$ cat config.mk
export PLATFORM = sky130hd
export DESIGN_NAME = trdb_branch_map_ctrl
export DESIGN_NICKNAME = d
export VERILOG_FILES = /design/src/rtl/trdb_pkg.sv /design/src/rtl/trdb_branch_map_ctrl.sv
export SDC_FILE = /design/constraint.sdc
export NUM_CORES = 1
export LEC_CHECK = 0
export CAP_MARGIN = 20
export CORE_MARGIN = 2
export CORE_UTILIZATION = 61
export CTS_CLUSTER_DIAMETER = 150
export CTS_CLUSTER_SIZE = 16
export DETAILED_ROUTE_END_ITERATION = 7
export PLACE_DENSITY = 0.85
export SLEW_MARGIN = 10
export SYNTH_ARGS = -nofsm -noshare
export SYNTH_HDL_FRONTEND = slang
export SYNTH_SLANG_ARGS = --single-unit
$ cat constraint.sdc
create_clock -name clk_i -period 10.47 [get_ports clk_i]
set_input_delay 1.047 -clock clk_i [delete_from_list [all_inputs] [get_ports clk_i]]
set_output_delay 1.047 -clock clk_i [all_outputs]
set_load 0.1 [all_outputs]
$ cat src/rtl/trdb_pkg.sv
// Shared types for the trace debugger branch-map path: map capacity,
// output-slot state encoding and the packet layout handed downstream.
package trdb_pkg;

  localparam int unsigned BMAP_LEN_DEFAULT = 31;
  localparam int unsigned CNT_W            = 5;

  typedef enum logic {
    SLOT_EMPTY = 1'b0,
    SLOT_FULL  = 1'b1
  } slot_state_e;

  typedef struct packed {
    logic [BMAP_LEN_DEFAULT-1:0] bmap;
    logic [CNT_W-1:0]            branches;
    logic                        updiscon;
  } bmap_pkt_t;

endpackage

$ cat src/rtl/trdb_branch_map_ctrl.sv
// Accumulates conditional-branch outcomes into a branch map and hands closed
// maps to a single registered output slot with a valid/ready handshake.
module trdb_branch_map_ctrl
  import trdb_pkg::*;
#(
  parameter int unsigned BMAP_LEN = BMAP_LEN_DEFAULT
) (
  input  logic                clk_i,
  input  logic                rst_i,
  input  logic                valid_i,
  input  logic                is_branch_i,
  input  logic                is_branch_taken_i,
  input  logic                updiscon_i,
  input  logic                flush_i,
  output logic                ready_o,
  output logic                pkt_valid_o,
  input  logic                pkt_ready_i,
  output logic [BMAP_LEN-1:0] pkt_bmap_o,
  output logic [CNT_W-1:0]    pkt_branches_o,
  output logic                pkt_updiscon_o
);

  localparam logic [CNT_W-1:0] CNT_MAX = CNT_W'(BMAP_LEN);

  slot_state_e         state;
  bmap_pkt_t           slot;
  logic [BMAP_LEN-1:0] acc_map;
  logic [BMAP_LEN-1:0] map_nxt;
  logic [CNT_W-1:0]    acc_cnt;
  logic [CNT_W-1:0]    cnt_nxt;
  logic                br_in;
  logic                close_req;
  logic                stall;
  logic                accept;
  logic                close;

  // The close decision looks at the map as it would be after this cycle's
  // branch, so a same-cycle branch always lands in the packet it closes.
  always_comb begin
    // NOTE: every always_comb output gets a default first so no path leaves it unassigned (no latch).
    br_in   = valid_i && is_branch_i;
    map_nxt = acc_map;
    if (br_in) begin
      map_nxt[acc_cnt] = ~is_branch_taken_i;
    end
    cnt_nxt   = acc_cnt + CNT_W'(br_in);
    close_req = (br_in && (cnt_nxt == CNT_MAX))
             || (valid_i && updiscon_i)
             || (flush_i && (cnt_nxt != '0));
    // A close can only proceed if the slot is free or being drained this cycle.
    stall  = !rst_i && (state == SLOT_FULL) && !pkt_ready_i && close_req;
    accept = valid_i && !stall;
    close  = close_req && !stall;
  end

  assign ready_o = !stall;

  always_ff @(posedge clk_i) begin
    // NOTE: registered state uses non-blocking assignments so every flop samples pre-edge values.
    if (rst_i) begin
      state   <= SLOT_EMPTY;
      acc_map <= '0;
      acc_cnt <= '0;
      slot    <= '0;
    end else if (close) begin
      state         <= SLOT_FULL;
      slot.bmap     <= BMAP_LEN_DEFAULT'(map_nxt);
      slot.branches <= cnt_nxt;
      slot.updiscon <= valid_i && updiscon_i;
      acc_map       <= '0;
      acc_cnt       <= '0;
    end else begin
      if (accept && is_branch_i) begin
        acc_map <= map_nxt;
        acc_cnt <= cnt_nxt;
      end
      if ((state == SLOT_FULL) && pkt_ready_i) begin
        state <= SLOT_EMPTY;
        slot  <= '0;
      end
    end
  end

  assign pkt_valid_o    = (state == SLOT_FULL);
  assign pkt_bmap_o     = slot.bmap[BMAP_LEN-1:0];
  assign pkt_branches_o = slot.branches;
  assign pkt_updiscon_o = slot.updiscon;

endmodule

* Word level (Yosys, flattened, before mapping) *
Index checks and enable logic that the tools add are counted.

word-level totals
  word-level logic and storage cells = 39
  bits in registers = 74
  bits of input ports = 8

operators by class
  bitwise logic cells = 1
  equal/unequal tests = 1
  add/sub/neg operators = 1
  reductions and logical operators = 20
  order comparisons = 2
  multiplexer cells = 8

operators by type and width
  operator            number
  $mux 37             2
  $bwmux 31           1
  $mux 31             1
  $logic_and 1x1->1   12
  $lt 5x6->1 const B  1
  $add 5x1->5         1
  $demux 1 s5         1
  $eq 5x5->1 const B  1
  $ge 5x1->1 const B  1
  $reduce_bool 5->1   1
  $logic_not 1->1     3
  $mux 1              3
  $logic_or 1x1->1    2
  $reduce_bool 2->1   1
  $reduce_or 2->1     1
  $not 1->1           1

* Logic depth before layout (Yosys ltp) *
Gate-level depths: netlist (run 1).

  depth in word-level cells = 10
  depth in mapped cells = 16

* Worst setup path after synthesis (run 1) *
Ideal clock, no wire load.

  path type = input to output
  from = in valid_i
  to = out ready_o
  slack = 5219 ps
  data required time = 9423 ps
  stages = 12
  path buffers = 4
  arrival = 4204 ps
  path through = clkbuf_1 nand2_1 inv_1 clkbuf_1 clkbuf_1 ha_1 ha_1 buf_1 xnor2_1 o41ai_1 nand2_1 or3_1

between the ends
  cells in the longest elaborated chain, start to end = 8
  elaborated cells on any way between the ends = 11
  classes of those cells = 1 x add/sub; 1 x eq/ne; 9 x reduce/logical

ends and longest elaborated chain
  what                 RTL line                    text
  start: declaration   trdb_branch_map_ctrl.sv:10  input logic valid_i,
  $logic_and 1x1->1    trdb_branch_map_ctrl.sv:41  br_in = valid_i && is_branch_i;
  $add 5x1->5          trdb_branch_map_ctrl.sv:46  cnt_nxt = acc_cnt + CNT_W'(br_in);
  $eq 5x5->1           trdb_branch_map_ctrl.sv:47  close_req = (br_in && (cnt_nxt == CNT_MAX))
  $logic_and 1x1->1    trdb_branch_map_ctrl.sv:47
  $logic_or 1x1->1     trdb_branch_map_ctrl.sv:48  || (valid_i && updiscon_i)
  $logic_or 1x1->1 *   trdb_branch_map_ctrl.sv:49  || (flush_i && (cnt_nxt != '0));
  $logic_and 1x1->1 *  trdb_branch_map_ctrl.sv:51  stall = !rst_i && (state == SLOT_FULL) && !pkt_ready_i && close_req;
  $logic_not 1->1 *    trdb_branch_map_ctrl.sv:56  assign ready_o = !stall;
  end: declaration     trdb_branch_map_ctrl.sv:15  output logic ready_o,

Every way passes the cells marked *; elsewhere a longest branch is shown, timed or not.

* Worst setup path after layout (run 1) *
  from = in valid_i
  to = out ready_o

between the ends
  cells in the longest elaborated chain, start to end = 8
  elaborated cells on any way between the ends = 11
  classes of those cells = 1 x add/sub; 1 x eq/ne; 9 x reduce/logical

ends and longest elaborated chain
  what                  RTL line                    text
  $logic_and 1x1->1 *   trdb_branch_map_ctrl.sv:41
  $add 5x1->5 *         trdb_branch_map_ctrl.sv:46
  named net cnt_nxt[1]  trdb_branch_map_ctrl.sv:30  logic [CNT_W-1:0] cnt_nxt;
  $eq 5x5->1            trdb_branch_map_ctrl.sv:47
  $logic_and 1x1->1     trdb_branch_map_ctrl.sv:47
  $logic_or 1x1->1      trdb_branch_map_ctrl.sv:48
  $logic_or 1x1->1 *    trdb_branch_map_ctrl.sv:49
  $logic_and 1x1->1 *   trdb_branch_map_ctrl.sv:51
  $logic_not 1->1 *     trdb_branch_map_ctrl.sv:56

Mark *: on every way through the listed nets, which the timed path passes. The rest lies on a longest branch.

==> results of run 1 <==
-- layout make-up --
cell class                      count  area (um2)
Clock inverter                      4        50.0
Sequential cell                    74        1480
Fill cell                         533        1860
Multi-Input combinational cell    402        2590
Inverter                            3        11.3
Timing Repair Buffer               54         568
Clock buffer                       12         155
Tap cell                           96         120
-- worst min-delay path: cells and delay by family, from the launching register on --
kind / cells / cell delay (ns)
AO/OA/AOI/OAI: 1 / 0.07
flip-flops: 1 / 0.32
AND/OR/NAND/NOR: 1 / 0.08
-- Yosys cell counts (all sizes together), types with 3 or more instances --
library cell / n / area share
a21oi: 21 / 0.024
buf: 15 / 0.027
o22ai: 36 / 0.093
dfxtp: 74 / 0.34
nor3b: 4 / 0.0069
o211ai: 32 / 0.055
or3b: 3 / 0.0060
o21ai: 50 / 0.058
nand2: 32 / 0.028
nor3: 4 / 0.0072
clkbuf: 42 / 0.036
nand2b: 35 / 0.050
and3b: 3 / 0.0060
nand3b: 36 / 0.062
nand3: 11 / 0.013
or4: 34 / 0.060
nor2: 69 / 0.060
inv: 3 / 0.0026
-- metal layers --
metal  track usage  part of all wire
met1         0.382              0.44
met2         0.516              0.49
met3        0.0560             0.051
met4         0.118             0.017
met5             0                 0
-- how the worst min path moves through the flow --
stage,slack [ns],from,to
3_3_place_gp,0.49,pkt_bmap_o[29],pkt_bmap_o[29]
6_report,0.51,pkt_bmap_o[24],pkt_bmap_o[24]
5_1_grt,0.54,pkt_bmap_o[29],pkt_bmap_o[29]
3_5_place_dp,0.50,pkt_bmap_o[25],pkt_bmap_o[25]
4_1_cts,0.52,pkt_bmap_o[25],pkt_bmap_o[25]
2_1_floorplan,0.50,acc_map[29],pkt_bmap_o[29]
-- flip-flops by register name (all words and copies together) (netlist names) --
name	count
pkt_valid_o	1
acc_cnt	5
acc_map	31
pkt_branches_o	5
pkt_updiscon_o	1
pkt_bmap_o	31
-- where the power goes --
part	internal (W)	leakage (nW)	switching, W	total [W]
Clock	0.000123	0.0986	0.000112	0.000235
Sequential	0.000282	0.596	0.00000123	0.000283
Combinational	0.0000180	0.807	0.0000489	0.0000669
-- kinds of logic (layout without fill, tap and decap cells) --
logic type / after synthesis / count (layout)
buffers and inverters: 60 / 73
and+or+nand+nor: 246 / 246
adders and majority gates: 2 / 2
DFF: 74 / 74
AOI/OAI and AO/OA: 151 / 151
xor gates and xnor gates: 3 / 3
-- metrics by stage --
| step | power (W) | hold WS (ns) | util | worst slack (ns) | cell area (um2) |
|---|---|---|---|---|---|
| after CTS | 0.000581 | 0.515 | 0.725 | 4.38 | 4950 |
| after floorplan | 0.000340 | 0.496 | - | 5.22 | 4350 |
| after detailed placement | 0.000354 | 0.501 | 0.695 | 4.38 | 4750 |
| after global routing | 0.000600 | 0.538 | 0.728 | 4.12 | 4970 |
| after global placement | 0.000351 | 0.490 | 0.687 | 4.67 | 4690 |
| final | 0.000585 | 0.513 | 0.728 | 4.30 | 4970 |
==> run metrics, run 1 <==
status completed; Clock transition at path regs roughly 0.08 ns; Synth Register Bits between 70 and 80; CP peak stage delay 1.01 ns; final cell count without fillers 645; Worst Setup End Kind output port; Synth Cell Area between 0.004 and 0.005 mm2; total gr overflow 0; Crit Path Class in2out; vias per std cell around 6.5; Worst Path Arrival approximately 5.1 ns; Worst slew margin 0.313; Root Driver clkbuf_8; post-cts sizing count 0; Reg-to-Reg End acc_map[18]; Unique masters post-synth 50; diode count 0; die width approximately 90 um; Slew @ Worst Pin 1.02 ns; syn nets 546; RSZ-0062 raised after global routing false; R2R Path Start acc_cnt[2]; most frequent cells in the layout 74 x dfxtp_1, 69 x nor2_1, 49 x o21ai_0, 45 x clkdlybuf4s50_1, 36 x nand3b_1; max_cap viols 0; routability cong. ~0.9; clock skew roughly 0.011 ns; wirelength, routed 11500 um; initial antenna violation count 0; Fin Setup TNS 0 ns; Avg Synthesized Cell Area roughly 8.1 um2; Setup crit start kind primary input; total placed cells including tap cells between 600 and 700; DRT Pass-1 Iters 5; Total GRT Usage 0.304; wire per inst between 15 and 20 um; DRC 0; Worst path top cell family by delay buffers and inverters; CTS Buf Count 9; commonest non-fill, non-tap cell in the layout dfxtp_1; Rows 30; Synth Flop Type dfxtp_1; Fin. Hold Viols 0; # setup viols final 0; Seq/Total Area, Yosys 0.341; reg-to-reg slack, setup about 7.2 ns; Slew Limit Fails 0; Compound-Gate Fraction of Synth Area 0.255; hold_buf cts 0; total clock sinks between 70 and 80; Detailed Route Iter0 Violations approximately 410; Core Footprint roughly 0.0068 mm2; mux cell area share after synthesis 0; ANT nets after route 0; Post-Synth XOR/XNOR Area 0.00604; PwrDens ~120 mW/mm2; post-DP HPWL 6780 um; Vert. Die Dim 88.5 um; CP startpoint valid_i; Final #Nets approximately 550; stages on the worst setup path 10; area grow syn2layout 14.3%; CTS tree done; layout cells sized above 1 0.113; largest family of logic cells by synthesized area simple AND/OR/NAND/NOR gates; fin crit share 0.589; Async SR Flop Fraction 0; vias ~4200; Mapped Cells roughly 540; CP Data Required Time about 9.4 ns; io pins 47; Clock Latency Late Sink around 0.37 ns; CTS max path bufs 2; vias in the first global route between 3000 and 4000; HP Class reg2reg; H-tree Lvls 3; first-pass GRT wire length approximately 19000 um; fin crit period 6.17 ns; Die ar. 0.00782 mm2; VDD IR-drop max 69.1 uV; postcts setup bufs 0; initial core utilization 0.637; number of cells on the worst hold path 2; Synth Area in Simple Gates 0.327; Slowest cell on crit path clkdlybuf4s50_1; Post-Synth Adder-Cell Area 0.00575; leakage power 1.50 nW; Post-synth EDFFs 0; IO buf count 46; FF-to-FF path depth 7; Synth warnings 0; Critical Path Sink ready_o; worst path cell trace clkdlybuf4s50_1, nand2_1, inv_1, ha_1, ha_1, nand3_1, o41ai_1, nand2_1, or3_1, clkdlybuf4s50_1; f_max 0.162 GHz; Buf/Inv on CP 3; largest net degree at the start of global routing 85; Critical Path Fanout Max 11
Note: power is estimated with default switching activity, not from simulation.
==> inputs of run 2 (changes only) <==
- CORE_UTILIZATION: 61 -> 51
- PLACE_DENSITY: 0.85 -> 0.76
- clock period: 10.47 -> 5.22 ns (I/O delays scaled with it)
==> run metrics, run 2 (same netlist as run 1, synthesis figures left out) <==
Critical Path Fanout Max 11 (unchanged); R2R Path Start acc_cnt[2] (unchanged); Final #Nets 555 (was 554); fillers 765 (was 533); RSZ-0062 raised after global routing false (unchanged); Fin. Hold Viols 0 (unchanged); DRT Pass-1 Iters 5 (unchanged); diode count 0 (unchanged); Core Footprint 0.00826 mm2 (was 0.00683 mm2); f_max 0.237 GHz; clock skew 0.0120 ns (was 0.0105 ns); Clock power frac 0.389 (was 0.401); Clock transition at path regs 0.08 ns (about the same); Root Driver clkbuf_8 (unchanged); FF-to-FF path depth 6 (was 7); reg-to-reg slack, setup 2.06 ns (was 7.15 ns); register area 0.00148 mm2 (unchanged); ANT nets after route 0 (unchanged); Detailed Route Iter0 Violations 255 (was 413); most frequent cells in the layout 74 x dfxtp_1, 69 x nor2_1, 49 x o21ai_0, 44 x clkdlybuf4s50_1, 36 x nand3b_1 (was 74 x dfxtp_1, 69 x nor2_1, 49 x o21ai_0, 45 x clkdlybuf4s50_1, 36 x nand3b_1); Fin Setup TNS 0 ns (unchanged); Rows 33 (was 30); CP Data Required Time 4.70 ns (was 9.42 ns); initial antenna violation count 0 (unchanged); postcts setup bufs 0 (unchanged); Worst slew margin 0.308 (was 0.313); final cell count without fillers 655 (was 645); layout cells sized above 1 0.118 (was 0.113); DRC 0 (unchanged); HP Class reg2reg (unchanged); post-cts sizing count 0 (unchanged); vias in the first global route 3893 (was 3934); worst path cell trace clkdlybuf4s50_1, nand2_1, inv_1, ha_1, ha_1, nand3_1, o41ai_1, nand2_1, or3_1, buf_12 (was clkdlybuf4s50_1, nand2_1, inv_1, ha_1, ha_1, nand3_1, o41ai_1, nand2_1, or3_1, clkdlybuf4s50_1); total clock sinks 74 (unchanged); commonest non-fill, non-tap cell in the layout dfxtp_1 (unchanged); vias 4061 (was 4212); CP peak stage delay 0.61 ns (was 1.01 ns); wire per inst 17.3 um (was 17.9 um); P_int 0.000826 W (was 0.000423 W); hold_buf cts 0 (unchanged); Crit Path Class in2out (unchanged); total power 0.00114 W (was 0.000585 W); Flop pwr share 0.497 (was 0.485); IO buf count 46 (unchanged); CTS Buf Count 9 (unchanged); Slowest cell on crit path o41ai_1 (was clkdlybuf4s50_1); fin crit period 4.21 ns; Hold EP pkt_bmap_o[24] (unchanged); Vert. Die Dim 96.4 um (was 88.5 um); Reg-to-Reg End acc_map[12] (was acc_map[18]); CTS max path bufs 2 (unchanged); routability cong. 0.863 (was 0.906); first-pass GRT wire length 19100 um (was 18800 um); # setup viols final 0 (unchanged); Sw Ratio 0.278 (was 0.277); Clock Latency Late Sink 0.36 ns (was 0.37 ns); area grow syn2layout 14.3% (about the same); Buf/Inv on CP 3 (unchanged); Combinational Power Share 0.114 (about the same); wirelength, routed 11300 um (was 11500 um); total placed cells including tap cells 639 (was 628); leakage power 1.51 nW (was 1.50 nW); H-tree Lvls 3 (unchanged); largest net degree at the start of global routing 85 (unchanged); initial core utilization 0.527 (was 0.637); status completed (unchanged); Setup crit start kind primary input (unchanged); Total GRT Usage 0.262 (was 0.304); max_cap viols 0 (unchanged); CTS tree done (unchanged); vias per std cell 6.20 (was 6.53); critical hold path startpoint pkt_bmap_o[24] (unchanged); PwrDens 230 mW/mm2 (was 118 mW/mm2); die width 96.4 um (was 88.5 um); Net Sw Power 0.000319 W (was 0.000162 W); Worst Setup End Kind output port (unchanged); Multi-input gate area 0.00259 mm2 (unchanged); io pins 47 (unchanged); Die ar. 0.00929 mm2 (was 0.00782 mm2); fin crit share 0.807; number of cells on the worst hold path 2 (unchanged); VDD IR-drop max 155 uV (was 69.1 uV); Worst path top cell family by delay simple AND/OR/NAND/NOR gates (was buffers and inverters); Slew @ Worst Pin 1.02 ns (about the same); Slew Limit Fails 0 (unchanged); post-DP HPWL 6780 um (about the same); total gr overflow 0 (unchanged); Worst Path Arrival 3.69 ns (was 5.12 ns)
run 2: cell types whose count changed in the layout (fill, tap and decap cells not counted), sizes merged:
cell           previous run  this run
buf                       9        11
bufinv                    1         0
clkbuf                   12        13
clkdlybuf4s50            45        44
clkinv                    1         2
clkinvlp                  2         1
run 2: final cells by class:
type                            instances  share of cell area
Inverter                                3             0.00227
Timing Repair Buffer                   55               0.113
Clock inverter                          3             0.00428
Clock buffer                           13              0.0360
Tap cell                              105              0.0264
Sequential cell                        74               0.298
Multi-Input combinational cell        402               0.520
run 2: per-stage QoR:
stage | hold slack, ns | setup slack (ns) | instance area [um2] | utilization
finish | 0.509 | 1.01 | 4970 | 0.602
global route | 0.539 | 0.722 | 4970 | 0.602
CTS | 0.511 | 1.06 | 4970 | 0.602
detailed placement | 0.494 | 1.05 | 4770 | 0.578
global placement | 0.490 | 1.20 | 4730 | 0.573
floorplan | 0.496 | 1.02 | 4350 | -
run 2: power groups by stage:
stage / clock [W] / combinational, W / sequential (W)
finish: 0.000445 / 0.000131 / 0.000568
global route: 0.000476 / 0.000139 / 0.000569
CTS: 0.000452 / 0.000130 / 0.000568
detailed placement: 0 / 0.000130 / 0.000582
global placement: 0 / 0.000124 / 0.000582
floorplan: 0 / 0.0000880 / 0.000595
run 2: tightest hold or removal path, stage by stage (launching register included):
cell and delay [ns]:
dfxtp_1 0.32, nand3b_1 0.08, o22ai_1 0.07
run 2: layer usage:
| metal | vias up | track usage | part of all wire |
|---|---|---|---|
| met5 | - | 0 | 0 |
| met4 | 0 | 0.0962 | 0.018 |
| met3 | 22 | 0.0532 | 0.056 |
| met2 | 145 | 0.409 | 0.46 |
| met1 | 1904 | 0.356 | 0.47 |
| li1 | 1990 | - | - |
run 2: worst max-delay path by stage:
| stage | from | end | slack (ns) | cells after the start |
|---|---|---|---|---|
| floorplan | valid_i | ready_o | 1.02 | 12 |
| global placement | valid_i | ready_o | 1.20 | 10 |
| detailed placement | valid_i | ready_o | 1.05 | 10 |
| CTS | valid_i | ready_o | 1.06 | 10 |
| global route | valid_i | ready_o | 0.72 | 10 |
| finish | valid_i | ready_o | 1.01 | 10 |
==> inputs of run 3 (changes only) <==
- CORE_UTILIZATION: 51 -> 57
- PLACE_DENSITY: 0.76 -> 0.8
- clock period: 5.22 -> 3.91 ns (I/O delays scaled with it)
==> run metrics, run 3 (same netlist as run 1, synthesis figures left out) <==
initial antenna violation count 0 (unchanged); postcts setup bufs 0 (unchanged); Hold Worst Slack 0.504 ns (was 0.509 ns); post-DP HPWL 6960 um (was 6780 um); Core Footprint 0.00733 mm2 (was 0.00826 mm2); Worst Path Arrival 3.19 ns (was 3.69 ns); CTS tree done (unchanged); commonest non-fill, non-tap cell in the layout dfxtp_1 (unchanged); Fin. Hold Viols 0 (unchanged); Slew Limit Fails 0 (unchanged); P_int 0.00111 W (was 0.000826 W); Crit Path Class in2out (unchanged); Combinational Power Share 0.119 (was 0.114); Total GRT Usage 0.286 (was 0.262); leakage power 1.53 nW (was 1.51 nW); status completed (unchanged); Fin Setup TNS 0 ns (unchanged); vias in the first global route 4055 (was 3893); CTS Buf Count 9 (unchanged); routability cong. 0.844 (was 0.863); most frequent cells in the layout 74 x dfxtp_1, 69 x nor2_1, 49 x o21ai_0, 44 x clkdlybuf4s50_1, 36 x nand3b_1 (unchanged); hold_buf cts 0 (unchanged); vias per std cell 6.38 (was 6.20); RSZ-0062 raised after global routing false (unchanged); clock skew 0.00973 ns (was 0.0120 ns); Vert. Die Dim 91.4 um (was 96.4 um); HP Class reg2reg (unchanged); Setup crit start kind primary input (unchanged); first-pass GRT wire length 19500 um (was 19100 um); Worst Setup End Kind output port (unchanged); diode count 0 (unchanged); Detailed Route Iter0 Violations 332 (was 255); total gr overflow 0 (unchanged); H-tree Lvls 3 (unchanged); Critical Path Fanout Max 8 (was 11); Clock Latency Late Sink 0.36 ns (about the same); CP Data Required Time 3.52 ns (was 4.70 ns); Clock power frac 0.392 (was 0.389); Rows 31 (was 33); met3 wire length 603 um (was 633 um); DRC 0 (unchanged); IO buf count 46 (unchanged); Die ar. 0.00835 mm2 (was 0.00929 mm2); Final #Nets 559 (was 555); fin crit period 3.58 ns; ANT nets after route 0 (unchanged); DRT Pass-1 Iters 7 (was 5); Clock transition at path regs 0.08 ns (about the same); total clock sinks 74 (unchanged); initial core utilization 0.593 (was 0.527); Worst slew margin 0.291 (was 0.308); layout cells sized above 1 0.125 (was 0.118); fin crit share 0.916; wirelength, routed 11600 um (was 11300 um); Sw Ratio 0.281 (was 0.278); met2 wire len 5740 um (was 5170 um); PwrDens 310 mW/mm2 (was 230 mW/mm2); max layer used met4 (unchanged); Net Sw Power 0.000436 W (was 0.000319 W); VDD IR-drop max 181 uV (was 155 uV); post-cts sizing count 0 (unchanged); Root Driver clkbuf_8 (unchanged); total power 0.00155 W (was 0.00114 W); max_cap viols 0 (unchanged); vias 4161 (was 4061); # setup viols final 0 (unchanged); area grow syn2layout 15.1% (was 14.3%); f_max 0.279 GHz; M1 wire length 4980 um (was 5330 um); largest net degree at the start of global routing 61 (was 85); Slew @ Worst Pin 1.06 ns (was 1.02 ns); CTS max path bufs 2 (unchanged); io pins 47 (unchanged); die width 91.4 um (was 96.4 um); Flop pwr share 0.489 (was 0.497); wire per inst 17.8 um (was 17.3 um)
==> run 3: cell count changes in the layout (fill, tap and decap cells not counted) <==
cell	delta
buf_12	+2
buf_4	+3
buf_8	-1
bufinv_16	+1
clkbuf_8	-3
clkinv_2	+1
clkinv_4	-1
clkinvlp_4	+1
or3_1	-1
or3_4	+1
==> run 3: critical path: stages <==
cell	delay, ns
clkdlybuf4s50_1	0.52
nand2_1	0.23
inv_1	0.09
ha_1	0.20
ha_1	0.35
nand3_1	0.11
o41ai_1	0.35
buf_4	0.19
nand2_1	0.16
or3_4	0.42
buf_12	0.17
==> run 3: metrics by stage <==
step           instances  instance area (um2)  setup slack, ns   util
2_1_floorplan        536                 4360            0.189      -
3_3_place_gp         636                 4790            0.249  0.653
3_5_place_dp         637                 4820            0.138  0.657
4_1_cts              652                 5010            0.359  0.683
5_1_grt              652                 5010           0.0782  0.683
6_report             652                 5010            0.330  0.683
==> run 3: worst paths after layout <==
path | startpoint | endpoint | slack, ns | depth (start not counted)
min reg2reg | pkt_bmap_o[29] | pkt_bmap_o[29] | 0.50 | 2
max | is_branch_i | ready_o | 0.33 | 11
min | pkt_bmap_o[29] | pkt_bmap_o[29] | 0.50 | 2
max reg2reg | acc_cnt[0] | pkt_branches_o[4] | 0.86 | 6
==> run 3: power groups by stage <==
stage / clock network (W) / logic (W) / registers, W
after floorplan: 0 / 0.000118 / 0.000794
after global placement: 0 / 0.000175 / 0.000777
after detailed placement: 0 / 0.000181 / 0.000777
after CTS: 0.000608 / 0.000182 / 0.000759
after global routing: 0.000643 / 0.000194 / 0.000759
final: 0.000608 / 0.000184 / 0.000759
==> run 3: metal layers <==
| layer | vias to the layer above | GRT usage |
|---|---|---|
| met5 | - | 0 |
| met1 | 1980 | 0.363 |
| met3 | 29 | 0.0473 |
| li1 | 1998 | - |
| met4 | 0 | 0.125 |
| met2 | 154 | 0.479 |
==> run 3: cell type report <==
class | instances | area (um2)
clock inverters | 5 | 55.1
inverters | 3 | 11.3
flip-flops and latches | 74 | 1480
repair buffers | 59 | 608
multi-input cells | 402 | 2590
clock buffers | 10 | 138
well taps | 99 | 124
fillers | 591 | 2320
